<file path="src/rtl/gpio_reg_array_pkg.sv">
`default_nettype none
// ============================================================================
// Module      : gpio_reg_array_pkg
// Description : Shared constants, slot index type and address helper for the
//               GPIO register-mirror bridge.
// Revision    : 1.0 - initial release
// ============================================================================
package gpio_reg_array_pkg;

    localparam int MAX_REGS    = 20;
    localparam int DATA_W      = 32;
    localparam int ADDR_STRIDE = 4;
    localparam int IDX_W       = 5;

    localparam logic [3:0] WE_ALL  = 4'hF;
    localparam logic [3:0] WE_NONE = 4'h0;

    typedef logic [IDX_W-1:0] slot_idx_t;

    function automatic logic [DATA_W-1:0] slot_offset(input slot_idx_t idx);
        return DATA_W'(idx) * DATA_W'(ADDR_STRIDE);
    endfunction

endpackage
`default_nettype wire

</file>
<file path="src/rtl/gpio_reg_scan.sv">
`default_nettype none
// ============================================================================
// Module      : gpio_reg_scan
// Description : Slot index counter with stall/wrap handling plus the read
//               capture pipeline. Stall honoured only with
//               GPIO_REG_ARRAY_BUSY_EN defined.
// Revision    : 1.0 - initial release
// ============================================================================
module gpio_reg_scan
    import gpio_reg_array_pkg::*;
#(
    parameter int                  NUM_REGS  = MAX_REGS,
    parameter logic [MAX_REGS-1:0] READ_MASK = '0
)(
    input  logic      clk,
    input  logic      rst,
    input  logic      i_busy,
    output slot_idx_t o_slot_idx,
    output logic      o_issue,
    output logic      o_cap_valid,
    output slot_idx_t o_cap_idx
);

    slot_idx_t r_idx;
    logic      r_pend_valid;
    slot_idx_t r_pend_idx;
    logic      r_cap_valid;
    slot_idx_t r_cap_idx;
    logic      w_stall;

`ifdef GPIO_REG_ARRAY_BUSY_EN
    assign w_stall = i_busy;
`else
    logic w_unused_busy;
    assign w_unused_busy = i_busy;
    assign w_stall       = 1'b0;
`endif

    // r_pend tracks the read currently on the BRAM bus; r_cap lines up with rddata.
    always_ff @(posedge clk or posedge rst) begin
        if (rst) begin
            r_idx        <= '0;
            r_pend_valid <= 1'b0;
            r_pend_idx   <= '0;
            r_cap_valid  <= 1'b0;
            r_cap_idx    <= '0;
        end else begin
            if (!w_stall) begin
                if (r_idx == slot_idx_t'(NUM_REGS - 1))
                    r_idx <= '0;
                else
                    r_idx <= r_idx + 1'b1;
            end
            r_pend_valid <= !w_stall && READ_MASK[r_idx];
            r_pend_idx   <= r_idx;
            r_cap_valid  <= r_pend_valid;
            r_cap_idx    <= r_pend_idx;
        end
    end

    assign o_slot_idx  = r_idx;
    assign o_issue     = !w_stall;
    assign o_cap_valid = r_cap_valid;
    assign o_cap_idx   = r_cap_idx;

endmodule
`default_nettype wire

</file>
<file path="src/rtl/gpio_reg_array_core.sv">
`default_nettype none
// ============================================================================
// Module      : gpio_reg_array_core
// Description : Scans up to 20 register slots, mirroring fabric GPIO values
//               into BRAM (input slots) and BRAM words onto out ports (output
//               slots). BRAM_busy stalls only with GPIO_REG_ARRAY_BUSY_EN.
// Revision    : 1.0 - initial release
// ============================================================================
module gpio_reg_array_core
    import gpio_reg_array_pkg::*;
#(
    parameter int NUM_REGS   = 20,
    parameter int BRAM_WIDTH = 11,
    parameter int WIDTH_00 = 32, parameter int WIDTH_01 = 32, parameter int WIDTH_02 = 32,
    parameter int WIDTH_03 = 32, parameter int WIDTH_04 = 32, parameter int WIDTH_05 = 32,
    parameter int WIDTH_06 = 32, parameter int WIDTH_07 = 32, parameter int WIDTH_08 = 32,
    parameter int WIDTH_09 = 32, parameter int WIDTH_10 = 32, parameter int WIDTH_11 = 32,
    parameter int WIDTH_12 = 32, parameter int WIDTH_13 = 32, parameter int WIDTH_14 = 32,
    parameter int WIDTH_15 = 32, parameter int WIDTH_16 = 32, parameter int WIDTH_17 = 32,
    parameter int WIDTH_18 = 32, parameter int WIDTH_19 = 32,
    parameter int OUT00_INPUT = 0, parameter int OUT01_INPUT = 0, parameter int OUT02_INPUT = 0,
    parameter int OUT03_INPUT = 0, parameter int OUT04_INPUT = 0, parameter int OUT05_INPUT = 0,
    parameter int OUT06_INPUT = 0, parameter int OUT07_INPUT = 0, parameter int OUT08_INPUT = 0,
    parameter int OUT09_INPUT = 0, parameter int OUT10_INPUT = 0, parameter int OUT11_INPUT = 0,
    parameter int OUT12_INPUT = 0, parameter int OUT13_INPUT = 0, parameter int OUT14_INPUT = 0,
    parameter int OUT15_INPUT = 0, parameter int OUT16_INPUT = 0, parameter int OUT17_INPUT = 0,
    parameter int OUT18_INPUT = 0, parameter int OUT19_INPUT = 0
)(
    input  logic                  aclk,
    input  logic                  areset,
    output logic [BRAM_WIDTH-1:0] BRAM_addr,
    output logic [DATA_W-1:0]     BRAM_wrdata,
    input  logic [DATA_W-1:0]     BRAM_rddata,
    output logic                  BRAM_en,
    output logic [3:0]            BRAM_we,
    output logic                  BRAM_clk,
    output logic                  BRAM_rst,
    input  logic                  BRAM_busy,
    input  logic [WIDTH_00-1:0] in00, output logic [WIDTH_00-1:0] out00,
    input  logic [WIDTH_01-1:0] in01, output logic [WIDTH_01-1:0] out01,
    input  logic [WIDTH_02-1:0] in02, output logic [WIDTH_02-1:0] out02,
    input  logic [WIDTH_03-1:0] in03, output logic [WIDTH_03-1:0] out03,
    input  logic [WIDTH_04-1:0] in04, output logic [WIDTH_04-1:0] out04,
    input  logic [WIDTH_05-1:0] in05, output logic [WIDTH_05-1:0] out05,
    input  logic [WIDTH_06-1:0] in06, output logic [WIDTH_06-1:0] out06,
    input  logic [WIDTH_07-1:0] in07, output logic [WIDTH_07-1:0] out07,
    input  logic [WIDTH_08-1:0] in08, output logic [WIDTH_08-1:0] out08,
    input  logic [WIDTH_09-1:0] in09, output logic [WIDTH_09-1:0] out09,
    input  logic [WIDTH_10-1:0] in10, output logic [WIDTH_10-1:0] out10,
    input  logic [WIDTH_11-1:0] in11, output logic [WIDTH_11-1:0] out11,
    input  logic [WIDTH_12-1:0] in12, output logic [WIDTH_12-1:0] out12,
    input  logic [WIDTH_13-1:0] in13, output logic [WIDTH_13-1:0] out13,
    input  logic [WIDTH_14-1:0] in14, output logic [WIDTH_14-1:0] out14,
    input  logic [WIDTH_15-1:0] in15, output logic [WIDTH_15-1:0] out15,
    input  logic [WIDTH_16-1:0] in16, output logic [WIDTH_16-1:0] out16,
    input  logic [WIDTH_17-1:0] in17, output logic [WIDTH_17-1:0] out17,
    input  logic [WIDTH_18-1:0] in18, output logic [WIDTH_18-1:0] out18,
    input  logic [WIDTH_19-1:0] in19, output logic [WIDTH_19-1:0] out19
);

    localparam int c_WIDTH [MAX_REGS] = '{
        WIDTH_00, WIDTH_01, WIDTH_02, WIDTH_03, WIDTH_04, WIDTH_05, WIDTH_06,
        WIDTH_07, WIDTH_08, WIDTH_09, WIDTH_10, WIDTH_11, WIDTH_12, WIDTH_13,
        WIDTH_14, WIDTH_15, WIDTH_16, WIDTH_17, WIDTH_18, WIDTH_19};

    localparam logic [MAX_REGS-1:0] c_IS_WRITE = {
        OUT19_INPUT != 0, OUT18_INPUT != 0, OUT17_INPUT != 0, OUT16_INPUT != 0,
        OUT15_INPUT != 0, OUT14_INPUT != 0, OUT13_INPUT != 0, OUT12_INPUT != 0,
        OUT11_INPUT != 0, OUT10_INPUT != 0, OUT09_INPUT != 0, OUT08_INPUT != 0,
        OUT07_INPUT != 0, OUT06_INPUT != 0, OUT05_INPUT != 0, OUT04_INPUT != 0,
        OUT03_INPUT != 0, OUT02_INPUT != 0, OUT01_INPUT != 0, OUT00_INPUT != 0};

    slot_idx_t             w_idx;
    logic                  w_issue;
    logic                  w_cap_valid;
    slot_idx_t             w_cap_idx;
    logic [DATA_W-1:0]     w_in      [MAX_REGS];
    logic [DATA_W-1:0]     w_wr_word [MAX_REGS];
    logic                  w_unused_rd;
    logic                  r_bram_en;
    logic [3:0]            r_bram_we;
    logic [BRAM_WIDTH-1:0] r_bram_addr;
    logic [DATA_W-1:0]     r_bram_wrdata;

    gpio_reg_scan #(
        .NUM_REGS  (NUM_REGS),
        .READ_MASK (~c_IS_WRITE)
    ) u_scan (
        .clk         (aclk),
        .rst         (areset),
        .i_busy      (BRAM_busy),
        .o_slot_idx  (w_idx),
        .o_issue     (w_issue),
        .o_cap_valid (w_cap_valid),
        .o_cap_idx   (w_cap_idx)
    );

    assign w_in[0]  = DATA_W'(in00);  assign out00 = g_slot[0].r_val;
    assign w_in[1]  = DATA_W'(in01);  assign out01 = g_slot[1].r_val;
    assign w_in[2]  = DATA_W'(in02);  assign out02 = g_slot[2].r_val;
    assign w_in[3]  = DATA_W'(in03);  assign out03 = g_slot[3].r_val;
    assign w_in[4]  = DATA_W'(in04);  assign out04 = g_slot[4].r_val;
    assign w_in[5]  = DATA_W'(in05);  assign out05 = g_slot[5].r_val;
    assign w_in[6]  = DATA_W'(in06);  assign out06 = g_slot[6].r_val;
    assign w_in[7]  = DATA_W'(in07);  assign out07 = g_slot[7].r_val;
    assign w_in[8]  = DATA_W'(in08);  assign out08 = g_slot[8].r_val;
    assign w_in[9]  = DATA_W'(in09);  assign out09 = g_slot[9].r_val;
    assign w_in[10] = DATA_W'(in10);  assign out10 = g_slot[10].r_val;
    assign w_in[11] = DATA_W'(in11);  assign out11 = g_slot[11].r_val;
    assign w_in[12] = DATA_W'(in12);  assign out12 = g_slot[12].r_val;
    assign w_in[13] = DATA_W'(in13);  assign out13 = g_slot[13].r_val;
    assign w_in[14] = DATA_W'(in14);  assign out14 = g_slot[14].r_val;
    assign w_in[15] = DATA_W'(in15);  assign out15 = g_slot[15].r_val;
    assign w_in[16] = DATA_W'(in16);  assign out16 = g_slot[16].r_val;
    assign w_in[17] = DATA_W'(in17);  assign out17 = g_slot[17].r_val;
    assign w_in[18] = DATA_W'(in18);  assign out18 = g_slot[18].r_val;
    assign w_in[19] = DATA_W'(in19);  assign out19 = g_slot[19].r_val;

    // Upper rddata bits may be unused when every read slot is narrower than 32.
    assign w_unused_rd = ^BRAM_rddata;

    for (genvar i = 0; i < MAX_REGS; i++) begin : g_slot
        logic [c_WIDTH[i]-1:0] r_val;

        assign w_wr_word[i] = c_IS_WRITE[i] ? w_in[i] : '0;

        if (c_IS_WRITE[i]) begin : g_wr
            always_ff @(posedge aclk or posedge areset) begin
                if (areset)
                    r_val <= '0;
                else if (w_issue && (w_idx == slot_idx_t'(i)))
                    r_val <= w_wr_word[i][c_WIDTH[i]-1:0];
            end
        end else begin : g_rd
            always_ff @(posedge aclk or posedge areset) begin
                if (areset)
                    r_val <= '0;
                else if (w_cap_valid && (w_cap_idx == slot_idx_t'(i)))
                    r_val <= BRAM_rddata[c_WIDTH[i]-1:0];
            end
        end
    end

    always_ff @(posedge aclk or posedge areset) begin
        if (areset) begin
            r_bram_en     <= 1'b0;
            r_bram_we     <= WE_NONE;
            r_bram_addr   <= '0;
            r_bram_wrdata <= '0;
        end else if (w_issue) begin
            r_bram_en     <= 1'b1;
            r_bram_we     <= c_IS_WRITE[w_idx] ? WE_ALL : WE_NONE;
            r_bram_addr   <= BRAM_WIDTH'(slot_offset(w_idx));
            r_bram_wrdata <= w_wr_word[w_idx];
        end else begin
            r_bram_en     <= 1'b0;
            r_bram_we     <= WE_NONE;
        end
    end

    assign BRAM_en     = r_bram_en;
    assign BRAM_we     = r_bram_we;
    assign BRAM_addr   = r_bram_addr;
    assign BRAM_wrdata = r_bram_wrdata;
    assign BRAM_clk    = aclk;
    assign BRAM_rst    = areset;

endmodule
`default_nettype wire

</file>
<file path="config.mk">
export PLATFORM = sky130hd
export DESIGN_NAME = gpio_reg_array_core
export DESIGN_NICKNAME = d
export VERILOG_FILES = /design/src/rtl/gpio_reg_array_pkg.sv /design/src/rtl/gpio_reg_scan.sv /design/src/rtl/gpio_reg_array_core.sv
export SDC_FILE = /design/constraint.sdc
export NUM_CORES = 1
export LEC_CHECK = 0
export CAP_MARGIN = 10
export CORE_AREA = 4 4 523 525
export DETAILED_ROUTE_END_ITERATION = 10
export DIE_AREA = 0 0 527 529
export GPL_TIMING_DRIVEN = 0
export PLACE_DENSITY = 0.3
export SYNTH_ARGS = -nofsm -noshare
export SYNTH_HDL_FRONTEND = slang
export SYNTH_HIERARCHICAL = 1
export SYNTH_SLANG_ARGS = --single-unit
</file>
<file path="constraint.sdc">
create_clock -name aclk -period 34.3 [get_ports aclk]
set_clock_uncertainty 0.05 [all_clocks]
set_input_delay 10.29 -clock aclk [delete_from_list [all_inputs] [get_ports aclk]]
set_output_delay 10.29 -clock aclk [all_outputs]
set_load 0.02 [all_outputs]
</file>
After elaboration in Yosys (flattened, before gate mapping)
Memories as Yosys holds them, arrays and structs flattened. A register that Yosys moved wholly into a read port is not among the register bits.
Cells that the tools add are included.
{"block": "word_totals", "ff_bits": 661, "mem_bits_ro": 1088, "inputBits": 675, "word_cells": 76, "mem_count": 3}
{"block": "classes", "n_addsub": 1, "magnitude_cmp": 1, "eq_ne": 20, "n_mux": 3, "bitwise_logic": 1, "reduce_logical": 21}
{"memory": "(name not given)", "words": 32, "word_bits": 32, "read_ports": 1, "rd_clocked_by_memory_dff": 1, "write_ports": 0, "line": "gpio_reg_array_core.sv:154", "rtl": "r_bram_wrdata <= w_wr_word[w_idx];"}
{"memory": "(name not given)", "words": 32, "word_bits": 1, "read_ports": 1, "rd_clocked_by_memory_dff": 1, "write_ports": 0, "line": "gpio_reg_scan.sv:54", "rtl": "r_pend_valid <= !w_stall && READ_MASK[r_idx];"}
{"memory": "(name not given)", "words": 32, "word_bits": 1, "read_ports": 1, "rd_clocked_by_memory_dff": 0, "write_ports": 0, "line": "gpio_reg_array_core.sv:152", "rtl": "r_bram_we <= c_IS_WRITE[w_idx] ? WE_ALL : WE_NONE;"}
{"op": "$eq A5 B4 Y1 const B", "n": 8}
{"op": "$eq A5 B5 Y1 const B", "n": 5}
{"op": "$eq A5 B3 Y1 const B", "n": 4}
{"op": "$logic_and A1 B1 Y1", "n": 20}
{"op": "$eq A5 B2 Y1 const B", "n": 2}
{"op": "$lt A5 B6 Y1 const B", "n": 1}
{"op": "$not A5 Y6", "n": 1}
{"op": "$add A5 B1 Y5 const B", "n": 1}
{"op": "$eq A5 B1 Y1 const B", "n": 1}
{"op": "$logic_not A5 Y1", "n": 1}
{"op": "$mux W5", "n": 1}
{"op": "$mux W4", "n": 1}
{"op": "$mux W1", "n": 1}

Longest topological paths before layout
Gate-level depths: netlist of the first run.
{"block": "depth", "depth_word": 3, "mapped_depth": 6}

By module
Netlist of the first run, hierarchy kept.
{"module": "gpio_reg_array_core", "n_inst": 1, "cells_per_inst": 1500, "area_per_inst_um2": 24792.5, "seq_area_each_um2": 16165.5}
{"module": "gpio_reg_scan", "n_inst": 1, "cells_per_inst": 32, "area_per_inst_um2": 531.8, "seq_area_each_um2": 425.4}

==> summary.txt, run 1 <==
Status
  – Status: complete, but fails checks
  – Failing checks: capacitance limit, slew limit

Clock tree
  – Post-CTS setup buffer count: 0
  – Clock latency at the later pin of the worst-skew pair: 820 ps
  – Clock Pin Slew Worst Setup and Hold Paths: 50 ps
  – CTS hold repair buffers: 0
  – CTS tree: built
  – PostCTS Resize Cnt: 0

Logic synthesis
  – Yosys top cell area share: 65.51%
  – Mapped Cells: between 1500 and 2000
  – Warnings, synthesis: 6
  – Multiplexer share of the synthesized area: 29.61%
  – Largest area contributor in the netlist: dfrtp_1
  – Post-Synth Adder-Cell Area: 0.04941%
  – Top post-synthesis cells by area: dfrtp_1, mux2_2, mux2_4
  – Post-Synth XOR/XNOR Area: 0.03458%
  – Mapped Area: 25320 um^2
  – Seq/Total Area, Yosys: 65.51%
  – Synth Area in Compound Gates: 0.1186%
  – Synthesized flop and latch total: around 660
  – Synth Area in Simple Gates: 0.8893%
  – Synth cell types: 33
  – Syn avg cell area: 16.53 um^2
  – Largest family of logic cells by synthesized area: multiplexers

Setup path
  – Worst Setup SP: aclk
  – Critical path's slowest cell: clkdlybuf4s50_1
  – Cell depth of the worst setup path: 4
  – Crit path DAT: 18050 ps
  – Worst Path Buf+Inv: 4
  – Worst EP required: 23960 ps
  – Startpoint types: clock port
  – Crit Path Class: clk2out
  – Worst reg2reg startpoint: u_scan/o_cap_idx[4]
  – Peak fanout along the critical path: 4
  – Worst r2r path cells: 4
  – Worst reg2reg setup slack: 31320 ps
  – Slowest Stage Delay on Critical Path: about 530 ps
  – CP most frequent cell: clkbuf_16
  – Family with the most delay on the worst path: buffers and inverters
  – Worst-path cell chain: clkbuf_16, clkbuf_16, buf_4, clkdlybuf4s50_1
  – Crit end category: output pin

STA
  – Rel. slew slack: -0.5727%
  – Final hold violations: 0
  – Final setup fails: 0
  – Max-slew violations: 11
  – Final setup TNS: 0 ps
  – Hold_ws: 285.7 ps
  – RSZ-0062 raised after global routing: false
  – Worst Max-Slew Pin Slew: 1509 ps

Global route
  – Met3 usage in global routing: 5.375%
  – Met1 global-route usage: 12.47%
  – Total track usage: 9.439%
  – Number of global-route vias before repair: 17570
  – Grt met2 use: around 13%
  – First-pass GRT wire length: 176.0 mm
  – Initial antenna violation count: 23
  – Gr ovfl total: 0
  – Largest net degree at the start of global routing: between 100 and 150
  – Most utilized layer in the global route result: met2

Route
  – Antenna-violating nets left: 0
  – DRC: 0
  – 1st-iter DRT viols: between 500 and 600
  – DR WL/cell: 22.30 um
  – Via count: 16100
  – Pre-antenna DRT Iters: 4
  – Routed WL: approximately 130 mm
  – Vias per cell: 2.682

Place
  – DP Wirelength: just over 100 mm
  – Placed Instances: 5809
  – Area after DPL: 36780 um^2
  – I/O Buffers: between 600 and 700
  – GPL Wtd Cong: 0.6804

Layout
  – Utilization after layout: 14.92%
  – P&R area growth vs syn: 58.67%
  – Post-route cell area: 40180 um^2
  – Final Net Count: 3017
  – Layout cells sized above 1: about two fifths
  – Final std cells w/o fill: 6005

Die
  – Die Y: approximately 530 um
  – IO Pins: 1365
  – Initial Utilization: 9.403%
  – Cell Rows: 191
  – Core area: 269300 um^2
  – DIE WIDTH: about 530 um
  – Die area: 278800 um^2

Worst hold path
  – Worst Hold Class: reg2reg
  – Cell count of the worst hold path: 0
  – Worst hold start: u_scan/r_pend_idx[3]

Power
  – Leak pwr: 15.94 nW
  – Worst vdd ir: 51.75 uV
  – Power Density: 57.61 nW/um^2

Flow run
  – Max-Cap Viols: 1
[registers in the layout (all words and copies together) (netlist names), 32 cells and up]
signal  flops
out01      32
out15      32
out13      32
out11      32
out09      32
out03      32
out19      32
out00      32
out16      32
out04      32
out06      32
out14      32
out10      32
out18      32
out02      32
out08      32
out07      32
out12      32
out05      32
out17      32
[worst register-to-register path, stage by stage, from the launching register on]
cell and delay (ps):
dfrtp_1 440, nor2_1 390, nand3_1 1000, buf_2 620
mux2_2 350
[final timing paths]
| kind | endpoint |
|---|---|
| max | BRAM_clk |
| min | u_scan/o_cap_idx[3] |
| max reg2reg | out06[6] |
| min reg2reg | u_scan/o_cap_idx[3] |
| max in group asynchronous | out18[10] |
| min in group asynchronous | BRAM_addr[4] |
[area by class of cell]
class                      count  area (um^2)
multi-input combinational    734         7943
fill                       29820       229100
buffer                       174        940.9
tap                         3570         4467
timing repair buffer         666         6844
sequential                   663        16590
antenna                       19        47.55
clock inverter                30        460.4
clock buffer                 146         2869
inverter                       3        18.77
[cell families (layout without fill, tap and decap cells)]
group / Yosys count / after routing
flops: 663 / 663
mux: 646 / 646
buf+inv: 177 / 1019
simple gates: 38 / 38
compound gates: 4 / 4
other cells: 2 / 63
fa+ha+maj: 1 / 1
xor+xnor: 1 / 1
[power by group]
group / leakage, nW / switching (mW) / internal [mW]
sequential: 7.82 / 0.0355 / 0.851
combinational: 6.50 / 0.214 / 0.172
clock: 1.62 / 0.415 / 0.628
total: 15.9 / 0.665 / 1.65
[cells in the final DEF, fill, tap and decap left out, drive strengths merged, types with 12 or more instances in the layout]
cell / synthesis / layout
clkbuf: 66 / 211
dfrtp: 663 / 663
clkdlybuf4s50: 0 / 649
clkinv: 0 / 18
conb: 2 / 44
mux2: 645 / 645
nand2: 12 / 12
buf: 108 / 126
diode: 0 / 19
[routing by layer]
metal	part of all wire (%)	vias up
met2	39	749
li1	-	6941
met3	13	131
met4	3.0	0
met1	45	8283
met5	0	-
[through the flow]
| stage | setup slack, ps | power (mW) |
|---|---|---|
| floorplan | 5861 | 1.074 |
| global placement | -6960 | 1.297 |
| detailed placement | 6188 | 1.298 |
| CTS | 5899 | 2.381 |
| global route | 5880 | 2.434 |
| finish | 5906 | 2.315 |
[synth_stat cells (all sizes together)]
master / number
a22o: 1
or3: 2
nand4b: 1
nor3: 1
clkbuf: 66
o21ai: 2
and4bb: 2
and3: 1
nand2b: 2
conb: 2
mux2i: 1
nor2: 4
and3b: 1
mux2: 645
nand3b: 2
ha: 1
dfrtp: 663
buf: 108
nor2b: 4
inv: 3
a31oi: 1
nand3: 4
nand2: 12
or3b: 1
nor4b: 1
xnor2: 1
Power figures use the tool's default switching activity.
==> run 2, diff against run 1 <==
--- a/config.mk
+++ b/config.mk
@@ -6,9 +6,9 @@
 export NUM_CORES = 1
 export LEC_CHECK = 0
 export CAP_MARGIN = 10
-export CORE_AREA = 4 4 523 525
+export CORE_AREA = 4 4 529 531
 export DETAILED_ROUTE_END_ITERATION = 10
-export DIE_AREA = 0 0 527 529
+export DIE_AREA = 0 0 533 535
 export GPL_TIMING_DRIVEN = 0
 export PLACE_DENSITY = 0.3
 export SYNTH_ARGS = -nofsm -noshare
==> constraint.sdc (replaced) <==
create_clock -name aclk -period 25.2 [get_ports aclk]
set_clock_uncertainty 0.05 [all_clocks]
set_input_delay 7.56 -clock aclk [delete_from_list [all_inputs] [get_ports aclk]]
set_output_delay 7.56 -clock aclk [all_outputs]
set_load 0.02 [all_outputs]
==> run 2 against run 1 <==
  * The run now ends clean
  * Clock power rose by 32%
  * First-iteration DRC count fell by 21%
  * Non-clock buffer count rose by 15
  * Setup slack got worse by 1800 ps
  * Cell count rose by 2.2%
  * Largest cell class unchanged
  * Utilization fell by 0.22 points
  * Register-to-register slack got worse by 8900 ps
==> summary.txt, run 2 (same netlist as run 1, synthesis figures left out) <==
Clock tree
  – CTS hold repair buffers: 0 (unchanged)
  – CTS tree: built
  – PostCTS Resize Cnt: 0 (unchanged)
  – Clock Pin Slew Worst Setup and Hold Paths: 50 ps (about the same)
  – Post-CTS setup buffer count: 0 (unchanged)
  – Clock latency at the later pin of the worst-skew pair: 810 ps (about the same)

Layout
  – Commonest non-fill, non-tap cell in the layout: dfrtp_1
  – Most frequent cells in the layout: dfrtp_1, clkdlybuf4s50_1, mux2_2
  – Utilization after layout: 14.70% (-0.22 points)
  – P&R area growth vs syn: 59.90%
  – Final Net Count: 3030 (+0.43%)
  – Layout cells sized above 1: 38.97% (+0.52 points)
  – Fillcell total: 30650 (+2.8%)

Die
  – Die Y: 535 um (+1.1%)
  – IO Pins: 1365 (unchanged)
  – DIE WIDTH: 533 um (+1.1%)
  – Core area: 275500 um^2 (+2.3%)
  – Initial Utilization: 9.191% (-0.21 points)
  – Die area: 285200 um^2 (+2.3%)
  – Cell Rows: 193 (+1.0%)

Route
  – Routed WL: 134.0 mm (about the same)
  – Via count: 16150 (+0.29%)
  – DRC: 0 (unchanged)
  – Antenna-violating nets left: 0 (unchanged)
  – Pre-antenna DRT Iters: 4 (unchanged)
  – 1st-iter DRT viols: 401 (-21%)
  – Vias per cell: 2.630 (-1.9%)
  – DR WL/cell: 21.82 um (-2.1%)

STA
  – Final setup fails: 0 (unchanged)
  – Hold_ws: 286.0 ps (+0.3490 ps)
  – Max-slew violations: 0 (-11)
  – Worst Max-Slew Pin Slew: 1206 ps (-303.0 ps)
  – Rel. slew slack: 19.63% (+20 points)
  – RSZ-0062 raised after global routing: false
  – Final setup TNS: 0 ps (unchanged)
  – Final hold violations: 0 (unchanged)

Worst hold path
  – Worst Hold Class: reg2reg
  – Worst hold start: u_scan/r_pend_idx[1]

Power
  – Worst vdd ir: 70.93 uV (+37%)
  – Leak pwr: 16.02 nW (+0.55%)
  – Power Density: 76.84 nW/um^2 (+33%)

Setup path
  – Worst r2r path cells: 6 (+2)
  – Crit Path Class: clk2out
  – Startpoint types: clock port
  – Peak fanout along the critical path: 2 (-2)
  – Crit end category: output pin
  – Worst Setup SP: aclk
  – Crit path DAT: 13490 ps (-4560 ps)
  – Worst EP required: 17590 ps (-6370 ps)
  – Worst reg2reg setup slack: 22440 ps (-8880 ps)
  – Crit Reg-Reg Endpoint: out03[2]
  – Crit path capture: BRAM_clk
  – Worst reg2reg startpoint: u_scan/o_cap_idx[1]

Place
  – DP Wirelength: 103.2 mm (+1.9%)
  – GPL Wtd Cong: 0.6938 (+2.0%)
  – I/O Buffers: 649 (unchanged)

Global route
  – Initial antenna violation count: 25 (+8.7%)
  – First-pass GRT wire length: 176.5 mm (+0.29%)
  – Total track usage: 9.210% (-0.23 points)
  – Gr ovfl total: 0 (unchanged)
  – Largest net degree at the start of global routing: 37 (-68%)
  – Number of global-route vias before repair: 17710 (+0.82%)

Flow run
  – Max-Cap Viols: 0 (-1)

Status
  – Status: finished, final reports clean
run 2: worst min-delay path by stage:
stage                                      to  slack, ps  depth (start not counted)
final                     u_scan/o_cap_idx[1]        290                          0
after global routing      u_scan/o_cap_idx[0]        300                          0
after CTS                 u_scan/o_cap_idx[1]        290                          0
after detailed placement  u_scan/o_cap_idx[0]        280                          0
after global placement     u_scan/o_cap_valid        280                          0
after floorplan           u_scan/o_cap_idx[0]        280                          0
run 2: report_power, final:
group	internal [mW]	switching [mW]
registers	1.16	0.0486
logic	0.238	0.293
clock network	0.808	0.565
run 2: area by class of cell:
cell class	count	area, um^2	share of cell area [%]
clock inverter	33	374.1	0.9239
timing repair buffer	681	7142	17.64
clock buffer	142	2841	7.017
tap	3705	4636	11.45
inverter	3	15.01	0.03708
buffer	174	939.7	2.320
multi-input combinational	734	7943	19.61
antenna	5	12.51	0.03090
sequential	663	16590	40.97
run 2: worst max-delay path, cell delays in order:
cell and delay, ps:
clkbuf_16 120, clkbuf_16 130, buf_4 120, clkdlybuf4s50_1 520
run 2: metrics by stage:
| step | power [mW] | std cells | area (um^2) | setup slack (ps) |
|---|---|---|---|---|
| floorplan | 1.462 | 1574 | 25490 | 4856 |
| global route | 3.269 | 6135 | 40480 | 4068 |
| detailed placement | 1.774 | 5960 | 37260 | 4368 |
| CTS | 3.203 | 6134 | 40470 | 4085 |
| global placement | 1.767 | 5928 | 36620 | 1973 |
| finish | 3.112 | 6140 | 40490 | 4096 |
run 2: layer usage:
layer | vias up | track usage [%] | wire length, um | share of wire (%)
met2 | 746 | 12.73 | 53130 | 40
met3 | 148 | 5.113 | 16420 | 12
met5 | - | 0 | 0 | 0
met1 | 8345 | 12.09 | 60890 | 45
met4 | 0 | 2.764 | 3526 | 2.6
li1 | 6912 | - | - | -
